==> src/rtl/alu_cmd_driver.sv <==
// Command front end for the registered 4-bit signed ALU: issues tagged ops, captures C two
// edges later, checks it against a golden result and returns it through a credit-managed FIFO.
module alu_cmd_driver #(
    parameter int RESP_DEPTH = 4,
    parameter int TAG_W      = 4,
    parameter int CNT_W      = 16
) (
    input  logic             clk,
    input  logic             rst,
    input  logic             cmd_valid,
    output logic             cmd_ready,
    input  logic [1:0]       cmd_opcode,
    input  logic [3:0]       cmd_a,
    input  logic [3:0]       cmd_b,
    input  logic [TAG_W-1:0] cmd_tag,
    output logic [1:0]       alu_opcode,
    output logic [3:0]       alu_a,
    output logic [3:0]       alu_b,
    input  logic [4:0]       alu_c,
    output logic             rsp_valid,
    input  logic             rsp_ready,
    output logic [4:0]       rsp_c,
    output logic [TAG_W-1:0] rsp_tag,
    output logic             rsp_err,
    output logic             err_sticky,
    output logic [CNT_W-1:0] issue_count,
    output logic [CNT_W-1:0] err_count
);
    localparam int PW = $clog2(RESP_DEPTH);
    localparam int CW = PW + 2;
    localparam logic [CW-1:0] DEPTH_C = CW'(RESP_DEPTH);

    typedef struct packed {
        logic [4:0]       c;
        logic [TAG_W-1:0] tag;
        logic             err;
    } rsp_t;

    logic                  accept, push, pop, push_err;
    logic [4:0]            gold;
    logic [2:1]            vld_pipe;
    logic [2:1][TAG_W-1:0] tag_pipe;
    logic [2:1][4:0]       gold_pipe;
    logic [CW-1:0]         fifo_cnt, inflight;
    logic [PW-1:0]         rd_ptr, wr_ptr;
    rsp_t                  mem [RESP_DEPTH];
    rsp_t                  head;

    always_comb begin
        gold = '0;
        unique case (cmd_opcode)
            2'b00: gold = {cmd_a[3], cmd_a} + {cmd_b[3], cmd_b};
            2'b01: gold = {cmd_a[3], cmd_a} - {cmd_b[3], cmd_b};
            2'b10: gold = ~{cmd_a[3], cmd_a};
            2'b11: gold = {4'b0, |cmd_b};
        endcase
    end

    // Credit check counts in-flight ops so every capture is guaranteed a FIFO slot.
    assign inflight  = CW'(vld_pipe[1]) + CW'(vld_pipe[2]);
    assign cmd_ready = (fifo_cnt + inflight) < DEPTH_C;
    assign accept    = cmd_valid && cmd_ready;
    assign push      = vld_pipe[2];
    assign pop       = rsp_valid && rsp_ready;
    assign push_err  = push && (alu_c != gold_pipe[2]);

    always_ff @(posedge clk or posedge rst) begin
        if (rst) begin
            alu_opcode <= '0;
            alu_a      <= '0;
            alu_b      <= '0;
            vld_pipe   <= '0;
            tag_pipe   <= '0;
            gold_pipe  <= '0;
        end else begin
            if (accept) begin
                alu_opcode <= cmd_opcode;
                alu_a      <= cmd_a;
                alu_b      <= cmd_b;
            end
            vld_pipe  <= {vld_pipe[1], accept};
            tag_pipe  <= {tag_pipe[1], cmd_tag};
            gold_pipe <= {gold_pipe[1], gold};
        end
    end

    always_ff @(posedge clk or posedge rst) begin
        if (rst) begin
            fifo_cnt <= '0;
            rd_ptr   <= '0;
            wr_ptr   <= '0;
        end else begin
            if (push) wr_ptr <= wr_ptr + PW'(1);
            if (pop)  rd_ptr <= rd_ptr + PW'(1);
            unique case ({push, pop})
                2'b10:   fifo_cnt <= fifo_cnt + CW'(1);
                2'b01:   fifo_cnt <= fifo_cnt - CW'(1);
                default: fifo_cnt <= fifo_cnt;
            endcase
        end
    end

    always_ff @(posedge clk) begin
        if (push) mem[wr_ptr] <= '{c: alu_c, tag: tag_pipe[2], err: push_err};
    end

    // Empty FIFO presents zeros so stale or uninitialised storage never leaks out.
    assign rsp_valid = (fifo_cnt != '0);
    assign head      = rsp_valid ? mem[rd_ptr] : '0;
    assign rsp_c     = head.c;
    assign rsp_tag   = head.tag;
    assign rsp_err   = head.err;

    always_ff @(posedge clk or posedge rst) begin
        if (rst) begin
            issue_count <= '0;
            err_count   <= '0;
            err_sticky  <= 1'b0;
        end else begin
            if (accept) issue_count <= issue_count + CNT_W'(1);
            if (push_err) begin
                err_sticky <= 1'b1;
                if (err_count != '1) err_count <= err_count + CNT_W'(1);
            end
        end
    end
endmodule

==> config.mk <==
export PLATFORM = sky130hd
export DESIGN_NAME = alu_cmd_driver
export DESIGN_NICKNAME = d
export VERILOG_FILES = /design/src/rtl/alu_cmd_driver.sv
export SDC_FILE = /design/constraint.sdc
export NUM_CORES = 1
export LEC_CHECK = 0
export CORE_ASPECT_RATIO = 0.9
export CORE_MARGIN = 3
export CORE_UTILIZATION = 35
export CTS_BUF_LIST = sky130_fd_sc_hd__clkbuf_4
export DETAILED_ROUTE_END_ITERATION = 16
export PLACE_DENSITY_LB_ADDON = 0.2
export SLEW_MARGIN = 20
export SYNTH_ARGS = -nofsm -noshare
export SYNTH_HDL_FRONTEND = slang
export SYNTH_SLANG_ARGS = --single-unit
==> constraint.sdc <==
create_clock -name clk -period 6.3 [get_ports clk]
set_input_delay 1.26 -clock clk [delete_from_list [all_inputs] [get_ports clk]]
set_output_delay 1.26 -clock clk [all_outputs]
set_load 0.1 [all_outputs]
==> impl_metrics.env, run 1 <==
export IMPL_clockBufferDepth=2
export IMPL_core_area_mm2=0.0135
export IMPL_wl_per_cell_um=15.3
export IMPL_synth_flop_cell="dfrtp_1"
export IMPL_grt_max_degree=48
export IMPL_finalNetCount=473
export IMPL_tritoncts="done"
export IMPL_max_freq_mhz=232
export IMPL_nFillCells=1269
export IMPL_rsz0062_at_grt="false"
export IMPL_drive_gt1_share_pct=11.8
export IMPL_cts_root_buf="clkbuf_4"
export IMPL_synth_edff_count=40
export IMPL_area_delta_synth_final_pct=22.5
export IMPL_ys_warn_count=0
export IMPL_ys_types=48
export IMPL_htree_levels=3
export IMPL_fp_dieW_um=130
export IMPL_synth_most_common_cell="dfrtp_1"
export IMPL_grt_pass1_vias=3023
export IMPL_status="finished, final reports clean"
export IMPL_skew_ns=0.0172
export IMPL_critPathCaptureType="primary output"
export IMPL_fin_tns_setup_ns=0
export IMPL_dr_pass1_iters=4
export IMPL_ios=78
export IMPL_initial_core_util_pct=36.1
export IMPL_slew_viol_final=0
export IMPL_synth_area_mm2=0.00488
export IMPL_post_route_util_pct=44.2
export IMPL_die_h_um=118
export IMPL_track_usage_pct=13.1
export IMPL_io_buffers=77
export IMPL_syn_inst=356
export IMPL_num_rows=40
export IMPL_vdd_drop_max_v=0.000296
export IMPL_totalWireLength_um=9300
export IMPL_place_gp_congestion=0.746
export IMPL_crit_required_ns=5.04
export IMPL_cts_sinks=111
export IMPL_period_share_pct=68.5
export IMPL_synth_common_cells="dfrtp_1 (71), edfxtp_1 (40), xor2_1 (27)"
export IMPL_crit_arrival_ns=3.06
export IMPL_syn_nets=395
export IMPL_clk_latency_ns=0.47
export IMPL_ant_nets=0
export IMPL_place_inst=591
export IMPL_p_leak_nw=2.40
export IMPL_routed_via_count=2958
export IMPL_grt_overflow=0
export IMPL_post_synth_top_area_cell="dfrtp_1"
export IMPL_cts_buffers=9
export IMPL_synth_top_area_share_pct=36.4
export IMPL_ys_ff_latch=111
export IMPL_grt_pass1_wl_um=15800
export IMPL_final_cells=607
export IMPL_clkTransAtPathRegs_ns=0.18
export IMPL_startpoint_type="register"
export IMPL_dieArea_mm2=0.0154
export IMPL_crit_fanout=12
export IMPL_hold_path_class="reg -> reg"
export IMPL_path_class="reg -> out"
export IMPL_antenna_cells=0
export IMPL_dp_final_hpwl_um=6490
export IMPL_async_flop_share_pct=64.0
export IMPL_worst_pin_slew_ns=1.05
export IMPL_synth_area_leaders="dfrtp_1 (36%), edfxtp_1 (25%), xor2_1 (4.8%), mux4_2 (4.6%), xnor2_1 (3.9%)"
export IMPL_vias_per_cell=4.87
export IMPL_post_cts_buffers=0
export IMPL_antenna_found_initial=0
export IMPL_slew_limit_headroom_pct=29.7
export IMPL_finalSetupViolations=0
export IMPL_drc=0
export IMPL_powerDensity_mw_per_mm2=495
export IMPL_cts_resized=0
export IMPL_hold_viol_final=0
export IMPL_drtIter0Drc=151
export IMPL_period_needed_ns=4.32
export IMPL_maxCapViolCount=0
export IMPL_syn_area_per_cell_um2=13.7
export IMPL_ctsHoldBuffers=0
export IMPL_yosysSeqAreaShare_pct=61.0
metrics by stage:
stage / power (mW) / hold WS [ns] / setup slack, ns / instance area [um2]
6_report: 2.96 / 0.367 / 1.98 / 5980
3_5_place_dp: 2.61 / 0.335 / 2.35 / 5820
2_1_floorplan: 2.25 / 0.331 / 2.51 / 4880
3_3_place_gp: 2.60 / 0.334 / 2.41 / 5820
4_1_cts: 3.00 / 0.371 / 1.88 / 5980
5_1_grt: 3.12 / 0.378 / 1.76 / 5980
critical path, cell delays in order (launching register included):
cell	delay (ns)
dfrtp_1	0.84
mux4_2	0.61
and2_1	0.17
clkdlybuf4s50_1	0.96
power breakdown:
part | switching, mW | leakage, nW | internal [mW]
clock | 0.244 | 0.0763 | 0.128
combinational | 1.11 | 1.08 | 0.437
sequential | 0.148 | 1.25 | 0.888
per-layer routing:
metal | vias to the layer above | GRT usage, % | share of wire (%)
met2 | 67 | 19.8 | 47
met3 | 6 | 4.99 | 5.4
li1 | 1424 | - | -
met5 | - | 0 | 0
met4 | 0 | 3.15 | 0.95
met1 | 1461 | 17.8 | 47
state kept, by name, indices dropped and copies added (netlist names), 4 cells and up:
name         count
mem             40
alu_b            4
fifo_cnt         4
issue_count     16
gold_pipe       10
err_count       16
alu_a            4
tag_pipe         8
path summary, 6_finish.rpt:
path / start / end / slack, ns / cells past startpoint
worst max register to register: fifo_cnt[0] / alu_b[3] / 3.77 / 5
worst max-delay path: rd_ptr[0] / rsp_c[2] / 1.98 / 3
worst min register to register: tag_pipe[3] / tag_pipe[7] / 0.37 / 0
min in group asynchronous: rst / issue_count[3] / 1.13 / 2
max in group asynchronous: rst / err_count[5] / 4.15 / 3
worst min-delay path: tag_pipe[3] / tag_pipe[7] / 0.37 / 0
cell type report:
type	count	area [um2]	area share, %
clock buffer	9	67.6	1.13
clock inverter	7	87.6	1.47
inverter	16	60.1	1.00
multi-input combinational	217	1790	29.9
sequential	111	2980	49.8
tap	168	210	3.52
timing repair buffer	79	786	13.1
cell usage in the layout (no fill, tap or decap), drive strengths merged, types with 13 or more instances in the layout:
cell,synthesis,routed
ha,15,15
inv,16,19
nand2,15,15
edfxtp,40,40
xnor2,22,22
clkdlybuf4s50,0,77
dfrtp,71,71
nand3,18,18
nor2,13,13
mux2,14,14
xor2,27,27
and2,16,16
cells by family after synthesis:
kind of cell / share of synthesized area (%)
flip-flops: 61.0
AND/OR/NAND/NOR: 12.2
XOR/XNOR: 8.79
buffers and inverters: 2.41
multiplexers: 8.05
AO/OA/AOI/OAI: 3.31
adder cells (fa/ha/maj): 4.26
Power figures use the tool's default switching activity.
==> run 2, diff against run 1 <==
==> constraint.sdc (replaced) <==
create_clock -name clk -period 4.22 [get_ports clk]
set_input_delay 0.844 -clock clk [delete_from_list [all_inputs] [get_ports clk]]
set_output_delay 0.844 -clock clk [all_outputs]
set_load 0.1 [all_outputs]
==> run 2 against run 1 <==
  * Clock power grew 27%
  * Total power grew 46%
  * Final area shrank 0.67%
  * Via count is essentially flat
  * Non-clock buffer count grew 2
  * Setup slack lost 1.0 ns
  * Wire length grew 1.0%
  * Register-to-register slack lost 1.9 ns
  * Hold slack lost 0.017 ns
  * First-iteration DRC count grew 13%
  * Critical path type unchanged
  * Critical endpoint is now rsp_valid
  * Largest power group unchanged
==> impl_metrics.env, run 2 (same netlist as run 1, synthesis figures left out) <==
export IMPL_clkTransAtPathRegs_ns=0.16
export IMPL_worst_pin_slew_ns=1.02
export IMPL_ctsHoldBuffers=0
export IMPL_drc=0
export IMPL_busiest_layer="met2"
export IMPL_placed_cell_area_mm2=0.00581
export IMPL_critPathTopFamily="buffers and inverters"
export IMPL_vias_per_cell=4.86
export IMPL_rsz0062_at_grt="false"
export IMPL_routed_via_count=2959
export IMPL_cts_root_buf="clkbuf_4"
export IMPL_htree_levels=3
export IMPL_grt_pass1_wl_um=15800
export IMPL_drtIter0Drc=171
export IMPL_p_leak_nw=2.41
export IMPL_status="finished, final reports clean"
export IMPL_period_share_pct=77.5
export IMPL_p_comb_share_pct=53.1
export IMPL_die_h_um=118
export IMPL_mostFrequentLayoutCell="dfrtp_1"
export IMPL_antenna_cells=0
export IMPL_tritoncts="done"
export IMPL_max_freq_mhz=306
export IMPL_grt_use_met3_pct=5.26
export IMPL_dieArea_mm2=0.0154
export IMPL_track_usage_pct=13.1
export IMPL_grt_pass1_vias=3049
export IMPL_mostFrequentLayoutCells="dfrtp_1 (71), clkdlybuf4s50_1 (66), edfxtp_1 (40)"
export IMPL_totalWireLength_um=9400
export IMPL_initial_core_util_pct=36.1
export IMPL_skew_ns=0.0194
export IMPL_clockBufferDepth=2
export IMPL_vdd_drop_max_v=0.000603
export IMPL_place_gp_congestion=0.761
export IMPL_power_frac_seq_pct=36.0
export IMPL_post_cts_buffers=0
export IMPL_wl_per_cell_um=15.4
export IMPL_crit_arrival_ns=2.43
export IMPL_grt_overflow=0
export IMPL_num_rows=40
export IMPL_slew_limit_headroom_pct=31.9
export IMPL_io_buffers=77
export IMPL_hold_path_class="reg -> reg"
export IMPL_core_area_mm2=0.0135
export IMPL_crit_buf_inv=2
export IMPL_finalNetCount=475
export IMPL_reg_top3="mem: 40 flops, err_count: 16 flops, issue_count: 16 flops"
export IMPL_crit_fanout=12
export IMPL_cts_sinks=111
export IMPL_post_route_util_pct=43.9
export IMPL_area_delta_synth_final_pct=21.7
export IMPL_grt_use_met1_pct=17.2
export IMPL_p_int_mw=2.09
export IMPL_critPathCaptureType="primary output"
export IMPL_slew_viol_final=0
export IMPL_switching_share_pct=51.6
export IMPL_largest_reg_flops=40
export IMPL_finalSetupViolations=0
export IMPL_ant_nets=0
export IMPL_maxCapViolCount=0
export IMPL_final_cell_area_mm2=0.00594
export IMPL_grt_met2_usage_pct=20.2
export IMPL_cts_resized=0
export IMPL_hold_ws_ns=0.351
export IMPL_cts_buffers=9
export IMPL_ios=78
export IMPL_dp_final_hpwl_um=6440
export IMPL_antenna_found_initial=0
export IMPL_grt_max_degree=36
export IMPL_fp_dieW_um=130
export IMPL_fin_tns_setup_ns=0
export IMPL_top_register="mem"
export IMPL_startpoint_type="register"
export IMPL_total_power_mw=4.32
export IMPL_path_class="reg -> out"
export IMPL_hold_viol_final=0
export IMPL_slowest_delay_ns=1.15
export IMPL_worstPathCellList="nor2_1, nand2_1, buf_4, clkdlybuf4s50_1"
export IMPL_dr_pass1_iters=4
export IMPL_powerDensity_mw_per_mm2=727
export IMPL_p_sw_mw=2.23
export IMPL_clk_latency_ns=0.47
export IMPL_drive_gt1_share_pct=14.7
export IMPL_pwr_share_clk_pct=10.9
export IMPL_period_needed_ns=3.27
export IMPL_crit_required_ns=3.38
export IMPL_crit_slowest_cell="clkdlybuf4s50_1"
run 2: changes by cell type in the layout (fill, tap and decap cells not counted), sizes merged:
| cell | change |
|---|---|
| clkbuf | +1 |
| buf | +13 |
| inv | -1 |
| clkdlybuf4s50 | -11 |
| clkinv | +1 |
| bufinv | -1 |
run 2: final timing paths:
kind	cells past startpoint	slack [ns]	from	endpoint
worst max-delay path	4	0.95	fifo_cnt[1]	rsp_valid
worst min-delay path	0	0.35	gold_pipe[1]	gold_pipe[6]
worst max register to register	11	1.84	fifo_cnt[1]	fifo_cnt[2]
worst min register to register	0	0.35	gold_pipe[1]	gold_pipe[6]
max in group asynchronous	3	2.99	rst	err_count[6]
min in group asynchronous	2	0.56	rst	alu_b[0]
run 2: power groups by stage:
| stage | combinational (mW) | sequential [mW] | clock [mW] |
|---|---|---|---|
| after floorplan | 1.20 | 2.16 | 0 |
| after global routing | 2.41 | 1.59 | 0.547 |
| after global placement | 2.29 | 1.57 | 0 |
| after detailed placement | 2.30 | 1.58 | 0 |
| final | 2.29 | 1.55 | 0.472 |
| after CTS | 2.31 | 1.56 | 0.510 |
run 2: metal layers:
metal	share of wire, %	wire length, um
met1	45	4270
met2	48	4560
met3	5.0	472
met4	1.1	100
met5	0	0
run 2: stage by stage:
| step | std cells | setup slack [ns] |
|---|---|---|
| 2_1_floorplan | 356 | 0.850 |
| 3_3_place_gp | 593 | 0.757 |
| 3_5_place_dp | 593 | 0.664 |
| 4_1_cts | 609 | 0.871 |
| 5_1_grt | 609 | 0.752 |
| 6_report | 609 | 0.949 |
run 2: cell type report:
cell class | count | area (um2)
Clock buffer | 10 | 75.1
Clock inverter | 6 | 45.0
Fill cell | 1256 | 7580
Inverter | 16 | 60.1
Multi-Input combinational cell | 217 | 1800
Sequential cell | 111 | 2980
Tap cell | 168 | 210
Timing Repair Buffer | 81 | 773
==> run 3, diff against run 2 <==
==> constraint.sdc (replaced) <==
create_clock -name clk -period 3.4 [get_ports clk]
set_input_delay 0.68 -clock clk [delete_from_list [all_inputs] [get_ports clk]]
set_output_delay 0.68 -clock clk [all_outputs]
set_load 0.1 [all_outputs]
==> run 3 against run 2 <==
  * Count of clock-buffer cells in the layout down 1
  * Register-to-register slack worse by 0.95 ns
  * Final area down 1.0%
  * Hold slack better by 0.018 ns
  * Die area unchanged
  * First-iteration DRC count down 11%
  * Clock power up 40%
  * Sequential cell count unchanged
  * Total power up 25%
  * Critical path depth unchanged
  * Sequential share of layout area up 0.51 points
  * Setup slack worse by 0.51 ns
  * Critical endpoint is now rsp_c[2]
==> impl_metrics.env, run 3 (same netlist as run 1, synthesis figures left out) <==
export IMPL_dieArea_mm2=0.0154
export IMPL_core_area_mm2=0.0135
export IMPL_totalWireLength_um=9520
export IMPL_status="finished, final reports clean"
export IMPL_fin_tns_setup_ns=0
export IMPL_initial_core_util_pct=36.1
export IMPL_ant_nets=0
export IMPL_place_inst=595
export IMPL_crit_required_ns=2.72
export IMPL_crit_path_frequent_cell="buf_4"
export IMPL_vias_per_cell=4.90
export IMPL_grt_pass1_vias=3073
export IMPL_die_h_um=118
export IMPL_dr_pass1_iters=4
export IMPL_wl_per_cell_um=15.6
export IMPL_mostFrequentLayoutCells="dfrtp_1 (71), buf_4 (56), edfxtp_1 (40)"
export IMPL_routed_via_count=2993
export IMPL_cp_depth=4
export IMPL_hold_path_class="reg -> reg"
export IMPL_grt_max_degree=65
export IMPL_path_class="reg -> out"
export IMPL_drive_gt1_share_pct=23.9
export IMPL_cts_buffers=9
export IMPL_maxCapViolCount=0
export IMPL_final_cells=611
export IMPL_track_usage_pct=13.1
export IMPL_startpoint_type="register"
export IMPL_grt_overflow=0
export IMPL_period_share_pct=87.2
export IMPL_r2r_cells=10
export IMPL_slew_viol_final=0
export IMPL_critPathTopFamily="flip-flops"
export IMPL_crit_arrival_ns=2.29
export IMPL_worstPathCellList="buf_4, mux4_2, and2_1, buf_4"
export IMPL_worst_pin_slew_ns=0.973
export IMPL_place_gp_congestion=0.772
export IMPL_slowest_delay_ns=0.62
export IMPL_post_cts_buffers=0
export IMPL_critPathCaptureType="primary output"
export IMPL_num_rows=40
export IMPL_cts_root_buf="clkbuf_4"
export IMPL_largest_reg_flops=40
export IMPL_max_freq_mhz=337
export IMPL_mostFrequentLayoutCell="dfrtp_1"
export IMPL_crit_fanout=7
export IMPL_skew_ns=0.0173
export IMPL_powerDensity_mw_per_mm2=920
export IMPL_slew_limit_headroom_pct=34.9
export IMPL_crit_slowest_cell="dfrtp_1"
export IMPL_cts_resized=0
export IMPL_hold_viol_final=0
export IMPL_ctsHoldBuffers=0
export IMPL_pre_cts_ws_ns=0.142
export IMPL_cts_sinks=111
export IMPL_nFillCells=1276
export IMPL_area_delta_synth_final_pct=20.4
export IMPL_clockBufferDepth=2
export IMPL_vdd_drop_max_v=0.000677
export IMPL_period_needed_ns=2.97
export IMPL_drc=0
export IMPL_min_path_cells=0
export IMPL_rsz0062_at_grt="false"
export IMPL_io_buffers=77
export IMPL_post_route_util_pct=43.5
export IMPL_clkTransAtPathRegs_ns=0.16
export IMPL_antenna_found_initial=0
export IMPL_crit_buf_inv=2
export IMPL_finalSetupViolations=0
export IMPL_grt_pass1_wl_um=15900
export IMPL_top_register="mem"
export IMPL_dp_final_hpwl_um=6610
export IMPL_drtIter0Drc=153
export IMPL_worst_slack_ns=0.435
export IMPL_htree_levels=3
export IMPL_finalNetCount=477
export IMPL_clk_latency_ns=0.47
export IMPL_tritoncts="done"
export IMPL_antenna_cells=0
export IMPL_reg_top3="mem: 40 flops, err_count: 16 flops, issue_count: 16 flops"
export IMPL_p_leak_nw=2.49
export IMPL_ios=78
export IMPL_fp_dieW_um=130
run 3: cell count changes in the layout (fill, tap and decap cells not counted), sizes merged:
| cell | change |
|---|---|
| clkinvlp | +1 |
| buf | +42 |
| clkbuf | -1 |
| bufinv | +1 |
| clkdlybuf4s50 | -40 |
| inv | -1 |
run 3: per-stage QoR:
step                      power, mW  hold WS (ns)  instance area, um2
final                          5.41         0.368                5880
after global routing           5.70         0.341                5880
after CTS                      5.49         0.362                5880
after detailed placement       4.81         0.336                5740
after global placement         4.78         0.337                5740
after floorplan                4.17         0.331                4880
run 3: layout make-up:
class / instances / area [um2] / area share (%)
Clock buffer: 9 / 67.6 / 1.15
Sequential cell: 111 / 2980 / 50.7
Clock inverter: 7 / 72.6 / 1.23
Inverter: 16 / 60.1 / 1.02
Tap cell: 168 / 210 / 3.58
Timing Repair Buffer: 83 / 701 / 11.9
Multi-Input combinational cell: 217 / 1790 / 30.4
run 3: final timing paths:
check / from / endpoint / slack (ns)
max reg2reg: fifo_cnt[1] / fifo_cnt[2] / 0.89
min in group asynchronous: rst / alu_a[1] / 0.41
min reg2reg: gold_pipe[4] / gold_pipe[9] / 0.37
min: gold_pipe[4] / gold_pipe[9] / 0.37
max in group asynchronous: rst / tag_pipe[3] / 2.40
max: rd_ptr[0] / rsp_c[2] / 0.43
run 3: report_power, final:
part	switching [mW]	internal (mW)	total, mW
sequential	0.263	1.65	1.91
clock	0.434	0.225	0.659
combinational	2.08	0.756	2.84
run 3: layer usage:
layer / track usage [%] / part of all wire [%] / up-vias
li1: - / - / 1433
met1: 16.9 / 45 / 1491
met2: 20.9 / 49 / 65
met3: 4.81 / 5.4 / 4
met4: 3.66 / 0.78 / 0
met5: 0 / 0 / -
